File: src/rtl/uart_rx_fifo.sv
// Receive byte FIFO behind the UART receiver with first-word-fall-through output.
// Latency 1 cycle from rvld to m_valid; a full FIFO drops bytes and sets sticky overflow.
// UART_RX_FIFO_STATS_EN builds saturating err_cnt/drop_cnt counters, otherwise tied to zero.
module uart_rx_fifo #(
  parameter int DEPTH     = 16,
  parameter int AF_THRESH = 12,
  parameter int CNT_WIDTH = 8
) (
  input  logic                     clk,
  input  logic                     rst,
  input  logic                     rvld,
  input  logic [7:0]               rdata,
  input  logic                     uart_err,
  output logic                     m_valid,
  output logic [7:0]               m_data,
  input  logic                     m_ready,
  output logic [$clog2(DEPTH):0]   level,
  output logic                     almost_full,
  output logic                     overflow,
  input  logic                     overflow_clr,
  output logic [CNT_WIDTH-1:0]     err_cnt,
  output logic [CNT_WIDTH-1:0]     drop_cnt
);

  localparam int PW = $clog2(DEPTH);
  localparam int LW = PW + 1;
  localparam logic [LW-1:0] FULL_LVL = LW'(DEPTH);
  localparam logic [LW-1:0] AF_LVL   = LW'(AF_THRESH);

  logic [7:0]    mem_q [DEPTH];
  logic [PW-1:0] wr_ptr_q, wr_ptr_d;
  logic [PW-1:0] rd_ptr_q, rd_ptr_d;
  logic [LW-1:0] level_q, level_d;
  logic          almost_full_q, almost_full_d;
  logic          overflow_q, overflow_d;
  logic          full, rd_en, wr_en, drop;

  always_comb begin
    full     = (level_q == FULL_LVL);
    rd_en    = (level_q != '0) && m_ready;
    // A read in the same cycle frees the slot, so a full FIFO still accepts.
    wr_en    = rvld && (!full || rd_en);
    drop     = rvld && full && !rd_en;
    wr_ptr_d = wr_en ? wr_ptr_q + PW'(1) : wr_ptr_q;
    rd_ptr_d = rd_en ? rd_ptr_q + PW'(1) : rd_ptr_q;
    level_d  = level_q;
    if (wr_en && !rd_en)      level_d = level_q + LW'(1);
    else if (!wr_en && rd_en) level_d = level_q - LW'(1);
    almost_full_d = (level_d >= AF_LVL);
    overflow_d    = drop || (overflow_q && !overflow_clr);
  end

  always_ff @(posedge clk) begin
    if (rst) begin
      wr_ptr_q      <= '0;
      rd_ptr_q      <= '0;
      level_q       <= '0;
      almost_full_q <= 1'b0;
      overflow_q    <= 1'b0;
    end else begin
      wr_ptr_q      <= wr_ptr_d;
      rd_ptr_q      <= rd_ptr_d;
      level_q       <= level_d;
      almost_full_q <= almost_full_d;
      overflow_q    <= overflow_d;
    end
  end

  // Storage needs no reset: the level counter decides what is valid.
  always_ff @(posedge clk) begin
    if (wr_en) mem_q[wr_ptr_q] <= rdata;
  end

  assign m_valid     = (level_q != '0);
  assign m_data      = m_valid ? mem_q[rd_ptr_q] : 8'h00;
  assign level       = level_q;
  assign almost_full = almost_full_q;
  assign overflow    = overflow_q;

`ifdef UART_RX_FIFO_STATS_EN
  logic [CNT_WIDTH-1:0] err_cnt_q, err_cnt_d;
  logic [CNT_WIDTH-1:0] drop_cnt_q, drop_cnt_d;

  always_comb begin
    err_cnt_d  = err_cnt_q;
    drop_cnt_d = drop_cnt_q;
    if (uart_err && (err_cnt_q != '1)) err_cnt_d  = err_cnt_q + CNT_WIDTH'(1);
    if (drop && (drop_cnt_q != '1))    drop_cnt_d = drop_cnt_q + CNT_WIDTH'(1);
  end

  always_ff @(posedge clk) begin
    if (rst) begin
      err_cnt_q  <= '0;
      drop_cnt_q <= '0;
    end else begin
      err_cnt_q  <= err_cnt_d;
      drop_cnt_q <= drop_cnt_d;
    end
  end

  assign err_cnt  = err_cnt_q;
  assign drop_cnt = drop_cnt_q;
`else
  logic unused_uart_err;
  assign unused_uart_err = uart_err;
  assign err_cnt  = '0;
  assign drop_cnt = '0;
`endif

endmodule

File: config.mk
export PLATFORM = sky130hd
export DESIGN_NAME = uart_rx_fifo
export DESIGN_NICKNAME = d
export VERILOG_FILES = /design/src/rtl/uart_rx_fifo.sv
export SDC_FILE = /design/constraint.sdc
export NUM_CORES = 1
export LEC_CHECK = 0
export ABC_AREA = 1
export CAP_MARGIN = 5
export CORE_MARGIN = 2
export CORE_UTILIZATION = 28
export CTS_CLUSTER_DIAMETER = 80
export DETAILED_ROUTE_END_ITERATION = 10
export DONT_BUFFER_PORTS = 1
export SKIP_CTS_REPAIR_TIMING = 1
export SLEW_MARGIN = 25
export SYNTH_ARGS = -nofsm -noshare
export SYNTH_HDL_FRONTEND = slang
export SYNTH_SLANG_ARGS = --single-unit
File: constraint.sdc
create_clock -name clk -period 2.86 [get_ports clk]
set_clock_uncertainty 0.2 [all_clocks]
set_input_delay 0.572 -clock clk [delete_from_list [all_inputs] [get_ports clk]]
set_output_delay 0.572 -clock clk [all_outputs]
set_load 0.005 [all_outputs]
Word level (Yosys, flattened, before mapping)
Memory sizes are Yosys's and may differ from the RTL's. A register that Yosys moved wholly into a read port is not among the register bits.
Cells that the tools add are included.
{ "classes": {"n_addsub": 4, "mul": 0, "div": 0, "order_cmp": 1, "n_eq_ne": 1, "shift": 0, "muxes": 7, "n_bitwise": 0, "reduce_logical": 14} }
{ "ops": {"columns": ["op", "count"], "rows": [
  ["$mux 5", 2],
  ["$add 4x1->4 const B", 2],
  ["$mux 4", 2],
  ["$mux 8", 1],
  ["$logic_and 1x1->1", 7],
  ["$add 5x1->5 const B", 1],
  ["$eq 5x5->1 const B", 1],
  ["$ge 5x4->1 const B", 1],
  ["$reduce_bool 5->1", 1],
  ["$sub 5x1->5 const B", 1],
  ["$logic_not 1->1", 4],
  ["$logic_or 1x1->1", 2],
  ["$mux 1", 2]
]} }
{ "totals": {"ff_bits": 15, "latchBits": 0, "ramBits": 128, "romBits": 0, "out_inout_bits": 32, "elab_cells": 33, "n_memories": 1} }
{ "mem_list": {"columns": ["name", "words", "width", "read_ports", "rd_ports_with_merged_regs", "wr", "line", "rtl"], "rows": [
  ["mem_q", 16, 8, 1, 1, 1, "30", "logic [7:0] mem_q [DEPTH];"]
]} }

Longest topological paths before layout
Gate-level depths: netlist of the first run.
{ "logic_depth": {"ltp_word": 9, "ltp_mapped": 11, "depth_no_buf": 11} }

Least setup slack after synthesis of the first run
Ideal clock, no wire load.
{ "synth_timing": {"path_kind": "register -> register", "from": "reg level_q[0] (netlist: level[0])", "to": "mem mem_q[0][0] (enable)", "setup_time_ns": 0.370, "arrival_ns": 1.546, "required_ns": 2.290, "path_slack_ns": 0.744, "path_stages_with_launch": 8, "period_less_slack_ns": 2.116, "path_cell_list": "dfxtp_1 -> inv_1 -> ha_1 -> nand2_2 -> nor2_4 -> nor2_8 -> nand2_1 -> nor2_1"} }
{ "synth_via": {"elab_chain_len": 6, "word_cells_on_any_way": 8, "classes_between": "eq/ne (1); mux (2); reduce/logical (5)"} }
{ "synth_lines": {"columns": ["item", "line", "rtl"], "rows": [
  ["from (decl)", "33", "logic [LW-1:0] level_q, level_d;"],
  ["from (signal assigned)", "63", "level_q <= level_d;"],
  ["$eq 5x5->1 or $reduce_bool 5->1 (tied branches)", "39, 40", null],
  ["$logic_not 1->1 or $logic_and 1x1->1 (tied branches)", "42, 40", null],
  ["$logic_or 1x1->1 *", "42", "wr_en = rvld && (!full || rd_en);"],
  ["$logic_and 1x1->1 *", "42", null],
  ["$mux 1 *", "71", "if (wr_en) mem_q[wr_ptr_q] <= rdata;"],
  ["$mux 1 (implied by the code) *", "71", null],
  ["to (decl)", "30", null]
]} }
Mark *: on every way between the ends. The rest lies on a longest branch, timed or not.

==> results of run 1 <==
==> critical path, stage by stage, from the launching register on <==
cell and delay, ns:
dfxtp_2 0.34, inv_2 0.21, buf_12 0.23, nand2_1 0.07
nand3_1 0.08, nand3_1 0.08, a21oi_1 0.27, o21a_1 0.21
==> final cells by class <==
| type | count | area share (%) |
|---|---|---|
| sequential | 147 | 58.2 |
| multi-input combinational | 372 | 24.8 |
| clock buffer | 19 | 5.96 |
| tap | 280 | 4.83 |
| timing repair buffer | 26 | 3.45 |
| clock inverter | 11 | 1.57 |
| inverter | 23 | 1.22 |
==> cell usage in the layout (no fill, tap or decap), drive strengths merged, types with 2 or more instances in the layout <==
cell type  netlist  final
a21oi           26     26
buf             39     25
bufinv           0      2
clkbuf           4     20
clkinv           0      6
clkinvlp         0      2
conb             1     16
dfxtp           19     19
edfxtp         128    128
ha               7      7
inv             23     24
nand2          163    163
nand3          105    105
nand4            2      2
nor2            28     28
o21a             8      8
o21ai            9      9
xor2             4      4
==> Yosys cell counts <==
library cell | number | share of area (%)
inv_4 | 1 | 0.099
nor2_1 | 25 | 1.5
xor2_1 | 4 | 0.55
o21ai_0 | 8 | 0.63
nand2_8 | 1 | 0.32
nand3_2 | 2 | 0.32
inv_1 | 20 | 1.2
nand2_1 | 154 | 9.1
nand3_1 | 103 | 8.2
nand2_2 | 5 | 0.49
nor2_8 | 1 | 0.32
nand3b_1 | 1 | 0.12
o21a_1 | 8 | 0.95
nand2_4 | 3 | 0.53
conb_1 | 1 | 0.059
buf_4 | 21 | 2.5
edfxtp_1 | 128 | 61
nand4_1 | 2 | 0.20
inv_2 | 2 | 0.12
buf_1 | 1 | 0.059
ha_1 | 7 | 1.4
a41oi_1 | 1 | 0.14
nor3_1 | 1 | 0.079
clkbuf_1 | 4 | 0.24
buf_6 | 1 | 0.18
o21ai_2 | 1 | 0.14
nor2_4 | 2 | 0.36
dfxtp_1 | 19 | 6.0
a31oi_1 | 1 | 0.099
buf_2 | 16 | 1.3
a21oi_1 | 26 | 2.1
==> final timing paths <==
check | startpoint | endpoint | slack [ns]
max | flip-flop | m_data[7] | 0.16
min | rst | level[2] | 0.02
max reg2reg | level[0] | mem_q[6][1] | 0.65
min reg2reg | overflow | overflow | 0.28
==> kinds of logic (layout without fill, tap and decap cells) <==
group	after synthesis	after routing	synth area share, %
AND/OR/NAND/NOR	300	300	21.5
buffers and inverters	66	79	5.64
XOR/XNOR	4	4	0.554
flip-flops	147	147	66.8
other	1	16	0.0593
adder cells (fa/ha/maj)	7	7	1.39
AO/OA/AOI/OAI	45	45	4.02
==> sequential cells by signal (all words and copies together) (netlist names), named ones only <==
register     count
mem_q          128
level            5
rd_ptr_q         4
wr_ptr_q         4
almost_full      1
overflow         1
==> power by group through the flow <==
| stage | registers [mW] | clock network [mW] | logic [mW] |
|---|---|---|---|
| global route | 2.42 | 2.20 | 0.778 |
| finish | 2.42 | 2.07 | 0.702 |
| CTS | 2.42 | 2.11 | 0.696 |
| detailed placement | 2.46 | 0 | 0.691 |
| global placement | 2.46 | 0 | 0.680 |
| floorplan | 2.45 | 0 | 0.529 |
==> layer usage <==
metal	vias to the layer above	routed length, um	track usage, %
met1	1961	6080	14.7
met4	0	61	3.00
met2	107	6930	19.7
li1	1982	-	-
met3	6	691	3.42
met5	-	0	0
==> summary.md, run 1 <==
| Metric | Value |
|---|---|
| Leakage dissipation | `about 2.7 nW` |
| Die outline height | `154 um` |
| Post-synthesis instance area | `~6300 um2` |
| Wire length of the first global-routing pass | `20900 um` |
| Die outline area | `between 20000 and 25000 um2` |
| Fill cell count | `~2.2k` |
| Worst vdd ir | `between 0.3 and 0.4 mV` |
| Worst setup slack after layout | `0.165 ns` |
| Number of H-tree levels | `4` |
| Count of pins on the block boundary | `46` |
| Clock Latency Late Sink | `0.42 ns` |
| Count of distinct cell types in the synthesized netlist | `31` |
| Final routed wire length divided by cell count | `15.7 um` |
| Core Util, Final | `between 30% and 40%` |
| Logic depth of the worst register-to-register path | `8` |
| Placed standard-cell area | `6690 um2` |
| Avg Cell Area, Syn | `between 10 and 15 um2` |
| Worst setup path category | `flip-flop to primary output` |
| TritonCTS clock tree | `done` |
| Post-detailed-route count of antenna-violating nets | `0` |
| Minimum period implied by the final worst setup slack | `~2.7 ns` |
| Area taken by flip-flops and latches | `around 4200 um2` |
| Switching power | `1.31 mW` |
| Summed area of non-filler cells in the final layout | `7260 um2` |
| Die boundary width | `about 150 um` |
| Power density normalized to cell area | `715 nW/um2` |
| Buffers added on ports | `0` |
| Worst Path Max Fanout | `28` |
| Floorplan row count | `54` |
| Final Hold Viols | `0` |
| Hold WC Path Type | `primary input to flip-flop` |
| Footprint of the multi-input gates | `approximately 1800 um2` |
| Overall power of the completed layout | `between 5 and 6 mW` |
| Internal power | `3.87 mW` |
| #FFs+latches synth | `between 100 and 150` |
| Required time at the endpoint of the critical path | `around 2.1 ns` |
| Number of synthesis warnings | `0` |
| Final RePlAce weighted congestion | `slightly above 0.7` |
| Net switching fraction of the power | `roughly a quarter` |
| Standard cell core area | `22000 um2` |
| Count of unresolved DRC violations after routing | `0` |
| Cell count after synthesis | `570` |
| Count of clock tree sinks | `between 100 and 150` |
| Setup repair after global routing missed its margin | `no` |
| Area growth from synthesis to layout | `14.8%` |
| Clock Tree Buf Depth | `2` |
| Initial antenna violation count | `0` |
| Overflow left after global routing | `0` |
| Endpoint type of the worst setup path | `primary output` |
| Ant. Diodes | `0` |
| Sequential cell area fraction in the yosys report | `between 60% and 70%` |
| Vias per Instance | `~4.6` |
| Maximum number of pins on one net before global-route repair | `65` |
| Wire length reported by the detailed router | `around 14000 um` |
| Endpoints failing setup | `0` |
| Max-cap check violation count | `0` |
| Critical path launch point type | `flip-flop` |
| Count of placed standard cells including taps | `approximately 850` |
| Clock tree root driver cell | `clkbuf_16` |
| Data arrival at the endpoint of the critical path | `1.92 ns` |
| Depth of the worst hold-timing path | `1` |
| Detailed Route Iter0 Violations | `between 200 and 300` |
| Post-layout nets | `between 600 and 700` |
| Setup TNS | `0 ns` |
| Vias in the first global route | `3886` |
| Post-layout instance count excluding filler cells | `approximately 900` |
| Final-layout worst hold slack | `~0.018 ns` |
| Layout cell share with drive strength beyond 1 | `about an eighth` |
| Final cycle utilization of the critical path | `between 90% and 100%` |
| Gr usage total | `11.6%` |
| Sequential Power Share | `46.6%` |
| Number of pins exceeding their max-slew limit in the final report | `0` |
| First drt pass iteration count | `5` |
| Effective utilization at floorplan | `roughly 29%` |
| Register clock-pin slew on the reported worst setup and hold paths | `about 0.060 ns` |
| Relative contribution of the clock network to total power | `approximately 40%` |
| Detailed-placement wirelength estimate | `roughly 8500 um` |
| Combinational cell fraction of total power | `between 10% and 20%` |
| Pre-CTS setup slack | `0.527 ns` |
| Total via count after detailed routing | `4056` |
| Maximum clock rate | `371 MHz` |
| CTS Buf Count | `17` |
| Outcome | `completed` |
No activity file was read; power rests on OpenSTA's default activity.
==> inputs of run 2 (changes only) <==
--- a/config.mk
+++ b/config.mk
@@ -8,7 +8,7 @@
 export ABC_AREA = 1
 export CAP_MARGIN = 5
 export CORE_MARGIN = 2
-export CORE_UTILIZATION = 28
+export CORE_UTILIZATION = 35
 export CTS_CLUSTER_DIAMETER = 80
 export DETAILED_ROUTE_END_ITERATION = 10
 export DONT_BUFFER_PORTS = 1
==> summary.md, run 2 (same netlist as run 1, synthesis figures left out) <==
| Metric | Value |
|---|---|
| Most common cell after layout, fill and taps aside | `nand2_1` |
| Register clock-pin slew on the reported worst setup and hold paths | `around 0.060 ns` |
| Clock tree root driver cell | `clkbuf_16` |
| Count of placed standard cells including taps | `slightly below 800` |
| Core Util, Final | `about two fifths` |
| Floorplan row count | `between 40 and 50` |
| Cell type of the slowest stage on the worst timing path | `dfxtp_2` |
| Largest incremental delay on the critical path | `~0.33 ns` |
| Outcome | `completed` |
| First drt pass iteration count | `5` |
| Worst vdd ir | `0.424 mV` |
| Detailed-placement wirelength estimate | `~8300 um` |
| Ant. Diodes | `0` |
| Fill cell count | `about 1.7k` |
| R2R Path Start | `level[0]` |
| Minimum period implied by the final worst setup slack | `between 2 and 3 ns` |
| Final routed wire length divided by cell count | `~16 um` |
| Endpoint type of the worst setup path | `primary output` |
| Wire length reported by the detailed router | `13100 um` |
| Buffers added on ports | `0` |
| Total via count after detailed routing | `approximately 4k` |
| Count of pins on the block boundary | `46` |
| Die boundary width | `about 140 um` |
| Count of clock tree sinks | `roughly 150` |
| Launch instance of the worst min-delay path | `rst` |
| Die outline height | `138 um` |
| Data arrival at the endpoint of the critical path | `slightly below 2 ns` |
| CTS Buf Count | `17` |
| Cell-by-cell listing of the critical path | `inv_2, buf_12, nand2_1, nand3_1, nand3_1, a21oi_1, o21a_1` |
| Endpoints failing setup | `0` |
| Standard cell core area | `between 15000 and 20000 um2` |
| Summed area of non-filler cells in the final layout | `7130 um2` |
| Effective utilization at floorplan | `about 35%` |
| Hold WC Path Type | `primary input to flip-flop` |
| Area taken by flip-flops and latches | `4230 um2` |
| Detailed Route Iter0 Violations | `roughly 200` |
| Setup repair after global routing missed its margin | `no` |
| Post-layout nets | `roughly 610` |
| Maximum clock rate | `approximately 370 MHz` |
| Required time at the endpoint of the critical path | `between 2 and 2.5 ns` |
| Max reg flops | `approximately 130` |
| Commonest non-fill, non-tap cells in the layout | `nand2_1, edfxtp_1, nand3_1` |
| Post-detailed-route count of antenna-violating nets | `0` |
| Vias per Instance | `approximately 4.8` |
| Footprint of the multi-input gates | `approximately 1800 um2` |
| Final cycle utilization of the critical path | `a little over nine tenths` |
| Clock Latency Late Sink | `0.42 ns` |
| Post-layout instance count excluding filler cells | `826` |
| Count of unresolved DRC violations after routing | `0` |
| Overall power of the completed layout | `5.12 mW` |
| Worst setup path category | `flip-flop to primary output` |
| Register with the most flip-flops | `mem_q` |
| Number of pins exceeding their max-slew limit in the final report | `0` |
| Clock Tree Buf Depth | `2` |
| Worst-margin pin slew | `approximately 0.6 ns` |
| Wire length of the first global-routing pass | `21100 um` |
| Die outline area | `roughly 19000 um2` |
| Critical path launch point type | `flip-flop` |
| Overflow left after global routing | `0` |
| Gr usage total | `~14%` |
| Leakage dissipation | `between 2 and 3 nW` |
| Cell seen most often among critical-path stages | `nand3_1` |
| Number of H-tree levels | `4` |
| Placed standard-cell area | `about 6600 um2` |
| Worst rel slew slack | `slightly above 60%` |
| Worst Path Max Fanout | `32` |
| Max-cap check violation count | `0` |
| TritonCTS clock tree | `done` |
| Power density normalized to cell area | `roughly 720 nW/um2` |
| Layout cell share with drive strength beyond 1 | `a little under an eighth` |
| Initial antenna violation count | `0` |
| Area growth from synthesis to layout | `12.8%` |
| Final RePlAce weighted congestion | `0.776` |
| Final Hold Viols | `0` |
| Maximum number of pins on one net before global-route repair | `65` |
| Vias in the first global route | `~4.0k` |
run 2: worst max-delay path, delay by kind of cell (launching register included):
family | cells | cell delay (ns)
flip-flops | 1 | 0.33
AND/OR/NAND/NOR | 3 | 0.24
buffers and inverters | 2 | 0.51
AO/OA/AOI/OAI | 2 | 0.45
run 2: area by class of cell:
type	instances	share of cell area, %
Clock buffer	21	6.18
Multi-Input combinational cell	372	25.2
Clock inverter	11	1.46
Timing Repair Buffer	23	2.65
Tap cell	229	4.02
Sequential cell	147	59.3
Inverter	23	1.25
run 2: metal layers:
layer | routed length (um) | up-vias | global-route usage (%)
met2 | 6570 | 93 | 24.3
met3 | 904 | 9 | 4.78
met5 | 0 | - | 0
li1 | - | 1968 | -
met1 | 5520 | 1925 | 16.9
met4 | 126 | 0 | 4.19
run 2: where the power goes:
group	internal, mW	switching, mW	leakage (nW)	total [mW]
clock network	1.20	0.853	0.250	2.05
registers	2.38	0.0355	1.31	2.41
logic	0.207	0.445	1.05	0.652
run 2: worst paths after layout:
path | endpoint | slack, ns | cells past startpoint
max | m_data[0] | 0.14 | 7
min | level[2] | 0.01 | 1
max reg2reg | mem_q[14][7] | 0.66 | 8
min reg2reg | overflow | 0.28 | 2
run 2: per-stage QoR:
stage / setup WS [ns] / TNS, ns / hold WS [ns]
2_1_floorplan: 0.744 / 0 / 0.246
3_3_place_gp: 0.427 / 0 / 0.268
3_5_place_dp: 0.410 / 0 / 0.280
4_1_cts: -0.0353 / -0.100 / -0.00386
5_1_grt: 0.0145 / 0 / 0.00110
6_report: 0.144 / 0 / 0.0119
==> inputs of run 3 (changes only) <==
--- a/config.mk
+++ b/config.mk
@@ -6,7 +6,6 @@
 export NUM_CORES = 1
 export LEC_CHECK = 0
 export ABC_AREA = 1
-export CAP_MARGIN = 5
 export CORE_MARGIN = 2
 export CORE_UTILIZATION = 35
 export CTS_CLUSTER_DIAMETER = 80
@@ -17,3 +16,4 @@
 export SYNTH_ARGS = -nofsm -noshare
 export SYNTH_HDL_FRONTEND = slang
 export SYNTH_SLANG_ARGS = --single-unit
+export TNS_END_PERCENT = 10
==> results of run 3 <==
The final DEF is identical to that of run 2; final timing and power are the same.
